[src/rtl/vga_draw_pkg.sv]
// Shared constants and types for the VGA drawing path: screen geometry,
// field widths, palette and the block-draw FSM states.
package vga_draw_pkg;

    localparam int SCREEN_W = 160;
    localparam int SCREEN_H = 120;
    localparam int X_W      = 8;
    localparam int Y_W      = 7;
    localparam int COLOUR_W = 3;
    localparam int TILE     = 5;

    localparam logic [COLOUR_W-1:0] FLOOR  = 3'b000;
    localparam logic [COLOUR_W-1:0] WALL   = 3'b111;
    localparam logic [COLOUR_W-1:0] LOSE   = 3'b100;
    localparam logic [COLOUR_W-1:0] WIN    = 3'b010;
    localparam logic [COLOUR_W-1:0] PLAYER = 3'b001;

    typedef enum logic {
        IDLE,
        DRAW
    } draw_state_t;

    // Coordinates carry one extra bit so a block hanging past the edge
    // cannot wrap back onto the visible area.
    function automatic logic on_screen(input logic [X_W:0] x, input logic [Y_W:0] y);
        return (x < (X_W+1)'(SCREEN_W)) && (y < (Y_W+1)'(SCREEN_H));
    endfunction

endpackage

[src/rtl/rr_pick.sv]
// Combinational round-robin selector: searches last+1, last+2, ... mod NREQ
// and returns the first requester found as one-hot plus its index.
module rr_pick #(
    parameter int NREQ  = 3,
    parameter int IDX_W = (NREQ > 1) ? $clog2(NREQ) : 1
) (
    input  logic [NREQ-1:0]  req,
    input  logic [IDX_W-1:0] last,
    output logic [NREQ-1:0]  winner,
    output logic [IDX_W-1:0] winner_idx,
    output logic             valid
);

    logic [IDX_W-1:0] idx;

    always_comb begin
        // NOTE: every output gets a default before the search so no path leaves one unassigned (no latch).
        winner     = '0;
        winner_idx = '0;
        valid      = 1'b0;
        idx        = '0;
        // Walk from the farthest candidate to the nearest so the nearest hit overrides.
        for (int off = NREQ; off >= 1; off--) begin
            idx = IDX_W'((int'(last) + off) % NREQ);
            if (req[idx]) begin
                winner      = '0;
                winner[idx] = 1'b1;
                winner_idx  = idx;
                valid       = 1'b1;
            end
        end
    end

endmodule

[src/rtl/block_plot_arbiter.sv]
// Shares the VGA adapter write port among several block requesters; each grant
// expands one TILE x TILE block into single-pixel plots, paced by step and clipped.
module block_plot_arbiter #(
    parameter int NREQ = 3,
    parameter int TILE = vga_draw_pkg::TILE
) (
    input  logic                                   clock,
    input  logic                                   resetn,
    input  logic [NREQ-1:0]                        req,
    input  logic [NREQ*vga_draw_pkg::X_W-1:0]      req_x,
    input  logic [NREQ*vga_draw_pkg::Y_W-1:0]      req_y,
    input  logic [NREQ*vga_draw_pkg::COLOUR_W-1:0] req_colour,
    input  logic                                   step,
    output logic [NREQ-1:0]                        gnt,
    output logic [NREQ-1:0]                        done,
    output logic                                   busy,
    output logic [vga_draw_pkg::X_W-1:0]           x_out,
    output logic [vga_draw_pkg::Y_W-1:0]           y_out,
    output logic [vga_draw_pkg::COLOUR_W-1:0]      colour,
    output logic                                   plot
);

    import vga_draw_pkg::*;

    localparam int LAST_W = (NREQ > 1) ? $clog2(NREQ) : 1;
    localparam int CNT_W  = (TILE > 1) ? $clog2(TILE) : 1;
    localparam logic [CNT_W-1:0]  CNT_LAST   = CNT_W'(TILE - 1);
    localparam logic [LAST_W-1:0] LAST_RESET = LAST_W'(NREQ - 1);

    draw_state_t          state;
    logic [LAST_W-1:0]    last;
    logic [NREQ-1:0]      owner;
    logic [X_W-1:0]       ox;
    logic [Y_W-1:0]       oy;
    logic [COLOUR_W-1:0]  oc;
    logic [CNT_W-1:0]     cx;
    logic [CNT_W-1:0]     cy;

    logic [NREQ-1:0]      pick;
    logic [LAST_W-1:0]    pick_idx;
    logic                 pick_valid;
    logic [X_W-1:0]       sel_x;
    logic [Y_W-1:0]       sel_y;
    logic [COLOUR_W-1:0]  sel_colour;
    logic [X_W:0]         pix_x;
    logic [Y_W:0]         pix_y;

    rr_pick #(
        .NREQ  (NREQ),
        .IDX_W (LAST_W)
    ) u_rr_pick (
        .req        (req),
        .last       (last),
        .winner     (pick),
        .winner_idx (pick_idx),
        .valid      (pick_valid)
    );

    // One-hot AND-OR mux of the winner's origin and colour.
    always_comb begin
        sel_x      = '0;
        sel_y      = '0;
        sel_colour = '0;
        for (int i = 0; i < NREQ; i++) begin
            if (pick[i]) begin
                sel_x      = req_x[i*X_W +: X_W];
                sel_y      = req_y[i*Y_W +: Y_W];
                sel_colour = req_colour[i*COLOUR_W +: COLOUR_W];
            end
        end
    end

    assign pix_x = {1'b0, ox} + {{(X_W + 1 - CNT_W){1'b0}}, cx};
    assign pix_y = {1'b0, oy} + {{(Y_W + 1 - CNT_W){1'b0}}, cy};

    always_ff @(posedge clock or negedge resetn) begin
        if (!resetn) begin
            state  <= IDLE;
            last   <= LAST_RESET;
            owner  <= '0;
            ox     <= '0;
            oy     <= '0;
            oc     <= '0;
            cx     <= '0;
            cy     <= '0;
            gnt    <= '0;
            done   <= '0;
            busy   <= 1'b0;
            x_out  <= '0;
            y_out  <= '0;
            colour <= '0;
            plot   <= 1'b0;
        end else begin
            // NOTE: non-blocking assignments throughout so every register samples pre-edge values.
            gnt  <= '0;
            done <= '0;
            plot <= 1'b0;
            case (state)
                IDLE: begin
                    if (pick_valid) begin
                        ox    <= sel_x;
                        oy    <= sel_y;
                        oc    <= sel_colour;
                        cx    <= '0;
                        cy    <= '0;
                        last  <= pick_idx;
                        owner <= pick;
                        gnt   <= pick;
                        busy  <= 1'b1;
                        state <= DRAW;
                    end
                end
                DRAW: begin
                    if (step) begin
                        // Off-screen pixels still consume a step but leave the port untouched.
                        if (on_screen(pix_x, pix_y)) begin
                            x_out  <= pix_x[X_W-1:0];
                            y_out  <= pix_y[Y_W-1:0];
                            colour <= oc;
                            plot   <= 1'b1;
                        end
                        if (cx == CNT_LAST) begin
                            cx <= '0;
                            if (cy == CNT_LAST) begin
                                done  <= owner;
                                busy  <= 1'b0;
                                state <= IDLE;
                            end else begin
                                cy <= cy + 1'b1;
                            end
                        end else begin
                            cx <= cx + 1'b1;
                        end
                    end
                end
                default: state <= IDLE;
            endcase
        end
    end

endmodule

[config.mk]
export PLATFORM = sky130hd
export DESIGN_NAME = block_plot_arbiter
export DESIGN_NICKNAME = d
export VERILOG_FILES = /design/src/rtl/vga_draw_pkg.sv /design/src/rtl/rr_pick.sv /design/src/rtl/block_plot_arbiter.sv
export SDC_FILE = /design/constraint.sdc
export NUM_CORES = 1
export LEC_CHECK = 0
export ABC_AREA = 1
export ABC_CLOCK_PERIOD_IN_PS = 2200
export CORE_MARGIN = 5
export CORE_UTILIZATION = 46
export DETAILED_ROUTE_END_ITERATION = 10
export PLACE_DENSITY_LB_ADDON = 0.08
export SLEW_MARGIN = 20
export SYNTH_ARGS = -nofsm -noshare
export SYNTH_HDL_FRONTEND = slang
export SYNTH_SLANG_ARGS = --single-unit
[constraint.sdc]
create_clock -name clock -period 2.2 [get_ports clock]
set_input_delay 0.44 -clock clock [delete_from_list [all_inputs] [get_ports clock]]
set_output_delay 0.44 -clock clock [all_outputs]
set_load 0.005 [all_outputs]
* Word-level counts from Yosys, hierarchy flattened
Cells that the tools add are included.
Word-level totals: flip-flop bits (word level) 56, bits of input ports 60, output and inout port bits 26, word-level logic and storage cells 107
Operators by class: add/sub/neg operators 7, div/mod/pow operators 3, magnitude comparators 8, equal/unequal tests 7, multiplexer cells 57, bitwise logic cells 1, reductions and logical operators 9
Operators by type and width (number):
- remainder unit 32 x 3 -> 32 bit (second input constant) | 3
- 2-to-1 mux 3 bit | 18
- 2-to-1 mux 8 bit | 3
- 2-to-1 mux 7 bit | 3
- 2-to-1 mux 1 bit | 20
- case mux 3 bit (2 select lines) | 2
- adder 8 x 3 -> 9 bit | 1
- less-than comparator 2 x 3 -> 1 bit (second input constant) | 3
- less-than comparator 9 x 8 -> 1 bit (second input constant) | 1
- adder 7 x 3 -> 8 bit | 1
- less-than comparator 8 x 7 -> 1 bit (second input constant) | 1
- AND reduction 4 bit | 2
- adder 2 x 2 -> 3 bit (second input constant) | 2
- adder 3 x 1 -> 3 bit (second input constant) | 2
- binary-select mux 1 bit (select 2 bit) | 3
- demux 1 bit (select 2 bit) | 3
- == test 3 bit (second input constant) | 2
- >= comparator 2 x 1 -> 1 bit (second input constant) | 3
- 2-to-1 mux 2 bit | 3
- inequality test 2 bit (second input constant) | 3
- logical AND 1 bit | 4
- inequality test 2 x 1 -> 1 bit (second input constant) | 2
- case mux 1 bit (2 select lines) | 2
- AND reduction 2 bit | 2
- 3 further kinds | 3

* Logic depth before layout (Yosys ltp)
Gate-level depths: netlist of run 1.
depth after elaboration 12, depth in mapped cells 16, depth with buffers taken out 14

* By module
A second synthesis of run 1 with hierarchy kept.
Unflattened totals: cell total of the unflattened synthesis 442, area total of the unflattened synthesis 3384.5 um2
Modules (own cells, without submodules):
- block_plot_arbiter | instances 1, cells each 390, area each 3115.5 um2, sequential area each 1402.6 um2
- rr_pick | instances 1, cells each 52, area each 269.0 um2, sequential area each 0.0 um2

* Worst setup path before layout of run 1
OpenSTA, ideal clock, no wires.
path kind register -> register, start point reg cx[0], end point reg x_out[0] (netlist bit), library setup time 117 ps, data arrival time 2030 ps, required time 2083 ps, slack 53 ps, cell stages (with the launch flop) 13, path buffers 1, period minus slack after synthesis 2147 ps, path through dfrtp_1 -> ha_1 -> fa_1 -> nand2_1 -> nand2_1 -> nand2_1 -> xor2_1 -> nand2_1 -> nand2_2 -> nand3_2 -> buf_4 -> nand2_1 -> nand2_1
On the way: longest elaborated chain between the ends 4
RTL lines:
- start: declaration | line block_plot_arbiter.sv:36 | logic [CNT_W-1:0] cx;
- start signal: assignment | line block_plot_arbiter.sv:132 | cx <= cx + 1'b1;
- adder 8 x 3 -> 9 bit (*) | line block_plot_arbiter.sv:73 | assign pix_x = {1'b0, ox} + {{(X_W + 1 - CNT_W){1'b0}}, cx};
- less-than comparator 9 x 8 -> 1 bit | line vga_draw_pkg.sv:26 | return (x < (X_W+1)'(SCREEN_W)) && (y < (Y_W+1)'(SCREEN_H));
- logical AND 1 bit | line vga_draw_pkg.sv:26
- AND reduction 3 bit (no line)
- end signal: assignment | line block_plot_arbiter.sv:117 | x_out <= pix_x[X_W-1:0];
- end: declaration | line block_plot_arbiter.sv:17 | output logic [vga_draw_pkg::X_W-1:0] x_out,
Every way passes the cells marked *; elsewhere a longest branch is shown, timed or not. A chain may end at the register's enable or synchronous reset.

* Worst setup path in the final report of run 1
start point reg oy[0], end point reg x_out[7] (netlist bit)
On the way: longest elaborated chain between the ends 4
RTL lines:
- start: declaration | line block_plot_arbiter.sv:34 | logic [Y_W-1:0] oy;
- start signal: assignment | line block_plot_arbiter.sv:102 | oy <= sel_y;
- adder 7 x 3 -> 8 bit | line block_plot_arbiter.sv:74 | assign pix_y = {1'b0, oy} + {{(Y_W + 1 - CNT_W){1'b0}}, cy};
- less-than comparator 8 x 7 -> 1 bit | line vga_draw_pkg.sv:26
- logical AND 1 bit | line vga_draw_pkg.sv:26
- AND reduction 3 bit (no line)
Every way passes these cells.

==> results of run 1 <==
[stage by stage]
stage	instances	power [mW]	utilization, %
CTS	709	6.424	62.45
global route	722	7.717	66.96
floorplan	511	4.411	-
detailed placement	702	5.801	61.10
finish	722	7.086	66.96
global placement	702	5.712	61.10
[layer usage]
metal  vias to the layer above  part of all wire (%)
met2                        92                    50
met3                         4                   4.7
met5                         -                     0
li1                       1839                     -
met4                         0                  0.56
met1                      1619                    45
[what timing repair did]
action | 4_1_cts | 5_1_grt
cloned | 0 | 8
setup endpoints to repair | 18 | 47
buffers inserted | 0 | 5
pin swaps | 0 | 22
gates resized for setup | 1 | 47
[Yosys cell counts]
cell type and count:
nand3b_2 1, nand2_2 6, xnor2_1 3, xor2_1 5, buf_6 1, nand3_2 2, dfstp_2 1, nand3b_1 4
o21ai_0 11, inv_1 76, o21ai_1 1, nor2_1 11, nor3_1 1, nand2_1 198, fa_1 2, o21bai_1 1
nor2_2 1, clkbuf_1 2, nand4_1 40, dfrtp_1 55, buf_4 4, a21oi_4 1, nor2_4 1, a31oi_1 1
nand3_1 52, buf_2 8, buf_1 2, a21oi_1 1, inv_2 5, ha_1 14
[layout make-up]
| type | count | share of cell area [%] |
|---|---|---|
| Multi-Input combinational cell | 361 | 38.75 |
| Sequential cell | 56 | 27.25 |
| Timing Repair Buffer | 115 | 23.75 |
| Inverter | 81 | 5.907 |
| Tap cell | 102 | 2.479 |
| Clock buffer | 7 | 1.872 |
[cells in the final DEF (no fill, tap or decap), drive strengths merged]
cell           instances
xor2                   5
dfstp                  1
o21ai                 12
clkdlybuf4s50         84
a31oi                  1
fa                     2
a21oi                  2
dfrtp                 55
nand3b                 5
ha                    14
nor3                   1
nand2                206
nor2                  13
nand3                 56
inv                   81
o21bai                 1
xnor2                  3
nand4                 40
buf                   28
clkbuf                10
[kinds of logic after synthesis]
logic type                 share of synthesized area, %
AOI/OAI and AO/OA                                 2.642
xor gates and xnor gates                          1.947
adders and majority gates                         5.979
buffers and inverters                             11.12
DFF                                               38.96
and+or+nand+nor                                   39.35
[worst paths after layout]
check | startpoint | to | slack (ps) | cells past startpoint
hold reg to reg | colour[0]$_DFFE_PN0P_ | colour[0]$_DFFE_PN0P_ | 480 | 2
setup reg to reg | oy[0]$_DFFE_PN0P_ | x_out[7]$_DFFE_PN0P_ | 30 | 12
max in group asynchronous | resetn | y_out[3]$_DFFE_PN0P_ | 1550 | 2
setup / recovery | oy[0]$_DFFE_PN0P_ | x_out[7]$_DFFE_PN0P_ | 30 | 12
min in group clock | colour[0]$_DFFE_PN0P_ | colour[0]$_DFFE_PN0P_ | 480 | 2
hold / removal | resetn | gnt[2]$_DFF_PN0_ | 70 | 1
[state kept, by name, summed over array words and instances, names as in the netlist, 2 cells and up]
register  count
done          3
owner         3
y_out         7
ox            8
cx            3
last          2
oy            7
gnt           3
cy            3
oc            3
colour        3
x_out         8
[report_power, final]
group	internal (mW)	total [mW]	switching, mW
sequential	1.44	1.80	0.354
combinational	2.07	4.70	2.63
clock	0.281	0.590	0.309
total	3.79	7.09	3.29
==> run_results.csv, run 1 <==
group,metric,value,unit
status,status,"complete, no violations",
yosys,ys_ff_latch,56,
setup_path,critPathCaptureType,"register",
timing,setup_ws,32.37,ps
floorplanning,fp-row-count,32,
route,vias,3554,
cts,clock-root-buffer,"clkbuf_8",
yosys,synth_top_area_share,38.23,%
setup_path,cp_top_family,"simple AND/OR/NAND/NOR gates",
floorplanning,core,7687,um^2
route,drt-pass1-iter-count,4,
grt,antenna_found_initial,0,
placed_design,port_buffers,85,
timing,slew_violations,0,
timing,tns,0,ps
layout,drive_gt1_share,13.06,%
floorplanning,die_h,98.46,um
timing,timing.hold.ws,74.79,ps
yosys,yosysWarnings,0,
cts,cts_tree,"yes",
setup_path,critPathKind,"reg -> reg",
setup_path,cp_data_arrival_time,2360,ps
cts,clk_pin_slew,90,ps
cts,htreeDepth,2,
route,routed_via_density,4.922,
timing,skew,5.999,ps
setup_path,critPathMaxStageDelay,440,ps
layout,diodes,0,
setup_path,crit_chain,"ha_4, inv_2, fa_2, inv_2, nand3_2, nand2_2, nand4_1, nand2_2, nand3_4, clkbuf_16, nand4_1, nand2_1",
setup_path,start_kind,"register",
grt,grt_max_degree,24,
placed_design,dp_hpwl,6828,um
grt,gr-usage-met1,25.59,%
placed_design,dpl_cell_area,4697,um^2
grt,use_met3,3.114,%
cts,clk_latency,300,ps
yosys,synth_cell_types,30,
cts,ctsLongestPathBuffers,2,
cts,clock-sinks,56,
yosys,ys_seq_area_share,38.96,%
pwr,worst_ir_drop_vdd,0.9393,mV
placed_design,place_ws,-114.6,ps
setup_path,path_buf_inv,3,
layout,n_fill_cell,696,
layout,fin_nets,696,
hold_path,min_path_type,"in -> async",
yosys,synth.avg_cell_area,7.044,um^2
yosys,yosysTopAreaCell,"dfrtp_1",
timing,min_period_over_period,98.53,%
grt,track_usage,17.99,%
yosys,synth_nets,587,
route,drcViolationCount,0,
route,wl,9613,um
layout,multiInputGateArea,1994,um^2
cts,cts_hold_buffers,0,
timing,rsz0062_at_grt,"yes",
grt,grt_pass1_wl,14770,um
timing,max_slew_margin,69.64,%
cts,cts_made_buffers,5,
route,wire_per_inst,13.31,um
yosys,syn_inst,511,
timing,fmax,461.3,MHz
grt,grt-ovfl-total,0,
pwr,p_per_area,1377,nW/um^2
flow_run,maxCapViolCount,0,
layout,seq_area,1403,um^2
timing,period_needed,2168,ps
placed_design,globalplace.congestion,0.8000,
floorplanning,die_width,98.46,um
grt,grt_pass1_vias,3350,
setup_path,crit_fanout,7,
layout,fin_area,5147,um^2
route,ant_nets,0,
route,dr.first_iter.drc_count,196,
timing,setup-violations-final,0,
grt,top_usage_layer,"met2",
grt,use_met2,28.81,%
pwr,leakagePower,2.757,nW
setup_path,cp.required,2390,ps
timing,worstMarginPinSlew,455.3,ps
yosys,synthTopCellsByArea,"dfrtp_1, nand2_1, inv_1, nand3_1, nand4_1",
yosys,mappedNetlistArea,3600,um^2
layout,syn_to_final_growth,43.00,%
setup_path,critPathSlowestCell,"dfrtp_1",
timing,hold_violations,0,
floorplanning,start_util,46.83,%
floorplanning,dieArea,9694,um^2
floorplanning,num_io_pins,86,
Note: power is estimated with default switching activity, not from simulation.
==> run 2, diff against run 1 <==
--- a/config.mk
+++ b/config.mk
@@ -9,6 +9,7 @@
 export ABC_CLOCK_PERIOD_IN_PS = 2200
 export CORE_MARGIN = 5
 export CORE_UTILIZATION = 46
+export CTS_CLUSTER_SIZE = 40
 export DETAILED_ROUTE_END_ITERATION = 10
 export PLACE_DENSITY_LB_ADDON = 0.08
 export SLEW_MARGIN = 20
==> results of run 2 <==
The final DEF is identical to that of run 1; final timing and power are the same.
==> run 3, diff against run 2 <==
--- a/config.mk
+++ b/config.mk
@@ -6,9 +6,9 @@
 export NUM_CORES = 1
 export LEC_CHECK = 0
 export ABC_AREA = 1
-export ABC_CLOCK_PERIOD_IN_PS = 2200
+export ABC_CLOCK_PERIOD_IN_PS = 2100
 export CORE_MARGIN = 5
-export CORE_UTILIZATION = 46
+export CORE_UTILIZATION = 50
 export CTS_CLUSTER_SIZE = 40
 export DETAILED_ROUTE_END_ITERATION = 10
 export PLACE_DENSITY_LB_ADDON = 0.08
==> constraint.sdc (replaced) <==
create_clock -name clock -period 2.1 [get_ports clock]
set_input_delay 0.42 -clock clock [delete_from_list [all_inputs] [get_ports clock]]
set_output_delay 0.42 -clock clock [all_outputs]
set_load 0.005 [all_outputs]
==> run 3 against run 2 <==
  * The flow now finishes with violations (setup timing)
  * Core utilization up 13 points
  * Final cell count is 3.2% higher
  * Die area is 7.2% lower
  * Sequential share of layout area fell by 2.5 points
  * Clock-buffer cell count down 1
  * Register-to-register slack got worse by 80 ps
  * Flip-flop and latch count did not move
  * Power increased by 35%
  * Largest cell class unchanged
  * Largest power group unchanged
  * Highest routed layer unchanged
==> run_results.csv, run 3 (synthesis results as in run 1) <==
group,metric,value,unit
timing,setup_ws,-48.36,ps
placed_design,globalplace.congestion,0.8358,
pwr,p_total,9.576,mW
layout,final_cell_mix,"nand2_1, clkdlybuf4s50_1, inv_1",
placed_design,port_buffers,85,
cts,clock-sinks,56,
layout,final_core_util,79.54,%
floorplanning,start_util,50.44,%
floorplanning,num_io_pins,86,
layout,seq_area,1403,um^2
cts,cts_made_buffers,5,
setup_path,cp_data_arrival_time,2360,ps
floorplanning,die_width,94.85,um
status,violations,"setup timing",
route,wire_per_inst,15.46,um
timing,rsz0062_at_grt,"yes",
grt,grt_pass1_vias,3439,
setup_path,critPathKind,"reg -> reg",
pwr,leakagePower,2.956,nW
grt,grt_pass1_wl,15440,um
cts,cts_tree,"yes",
grt,grt_max_degree,57,
setup_path,r2r_slack,-50,ps
grt,track_usage,21.38,%
timing,fmax,465.5,MHz
cts,htreeDepth,2,
layout,drive_gt1_share,25.08,%
setup_path,critPathCaptureType,"register",
floorplanning,dieArea,8997,um^2
layout,final_cells,745,
grt,antenna_found_initial,0,
timing,min_period_over_period,102.3,%
route,vias,3937,
route,ant_nets,0,
flow_run,maxCapViolCount,0,
route,dr.first_iter.drc_count,200,
layout,multiInputGateArea,2306,um^2
layout,layout_commonest_cell,"nand2_1",
pwr,p_per_area,1687,nW/um^2
route,routed_via_density,5.285,
setup_path,cp.required,2310,ps
route,wl,11520,um
timing,skew,16.18,ps
layout,fin_nets,721,
cts,clk_latency,320,ps
floorplanning,core,7137,um^2
placed_design,placed_cells,709,
status,status,"finished with violations",
layout,syn_to_final_growth,57.70,%
layout,n_fill_cell,483,
hold_path,min_path_type,"in -> async",
grt,grt-ovfl-total,0,
cts,clk_pin_slew,110,ps
timing,worstMarginPinSlew,304.0,ps
placed_design,dpl_cell_area,4793,um^2
layout,reg_top3,"ox x8, x_out x8",
cts,ctsLongestPathBuffers,2,
timing,timing.hold.ws,85.26,ps
route,drcViolationCount,0,
cts,clock-root-buffer,"clkbuf_8",
placed_design,dp_hpwl,7003,um
timing,setup-violations-final,22,
timing,period_needed,2148,ps
timing,hold_violations,0,
layout,diodes,0,
timing,slew_violations,0,
layout,fin_area,5677,um^2
route,drt-pass1-iter-count,5,
setup_path,crit_fanout,6,
floorplanning,die_h,94.85,um
floorplanning,fp-row-count,31,
setup_path,start_kind,"register",
pwr,worst_ir_drop_vdd,1.799,mV
timing,max_slew_margin,79.73,%
==> run 3: changes by cell type in the layout (fill, tap and decap cells not counted), sizes merged <==
cell    previous run  this run
buf               28        50
bufinv             0         1
clkinv             0         1
nand3             56        58
==> run 3: metrics by stage <==
stage	TNS [ps]	setup WS, ps
CTS	0	0.5635
global route	-3656	-134.9
floorplan	0	20.17
detailed placement	-3215	-155.1
finish	-520.1	-48.36
global placement	-723.2	-60.67
==> run 3: critical path, stage by stage, from the launching register on <==
cell and delay (ps):
dfstp_2 610, ha_4 260, nand2_1 100, nand3_2 110, nand2_4 120, inv_4 60, nand2_4 70, inv_2 60
a21oi_4 260, clkbuf_16 230, nand2_4 50, nand3_2 60, nand2_1 60
==> run 3: power by group <==
part,leakage [nW],total [mW],internal [mW],switching [mW]
Clock,0.0552,0.711,0.355,0.356
Combinational,2.20,6.99,3.11,3.87
Sequential,0.705,1.88,1.51,0.367
==> run 3: path summary, 6_finish.rpt <==
| path | cells after the start | endpoint | from |
|---|---|---|---|
| setup / recovery | 12 | oy[3]$_DFFE_PN0P_ | last[1]$_DFFE_PN1P_ |
| hold / removal | 2 | x_out[3]$_DFFE_PN0P_ | resetn |
| setup reg to reg | 12 | oy[3]$_DFFE_PN0P_ | last[1]$_DFFE_PN1P_ |
| hold reg to reg | 2 | colour[0]$_DFFE_PN0P_ | colour[0]$_DFFE_PN0P_ |
| max in group asynchronous | 2 | last[1]$_DFFE_PN1P_ | resetn |
| min in group clock | 2 | colour[0]$_DFFE_PN0P_ | colour[0]$_DFFE_PN0P_ |
==> run 3: what timing repair did <==
item                                    CTS  global route
hold buffers                              0             0
cloned                                    3             9
pin swaps                                 4            56
buffers inserted                          0            16
endpoints found under the setup margin   38            48
resized for setup                        16           113
==> run 3: layout make-up <==
class | instances | area share [%]
clock buffer | 6 | 1.278
clock inverter | 2 | 0.6171
inverter | 81 | 5.532
multi-input combinational | 363 | 40.62
sequential | 56 | 24.71
tap | 99 | 2.182
timing repair buffer | 138 | 25.06
==> run 3: layer usage <==
metal / part of all wire, % / up-vias / global-route usage, %
met2: 51 / 174 / 36.23
li1: - / 1894 / -
met1: 40 / 1832 / 28.71
met3: 5.2 / 37 / 2.948
met5: 0 / - / 0
met4: 2.9 / 0 / 5.529
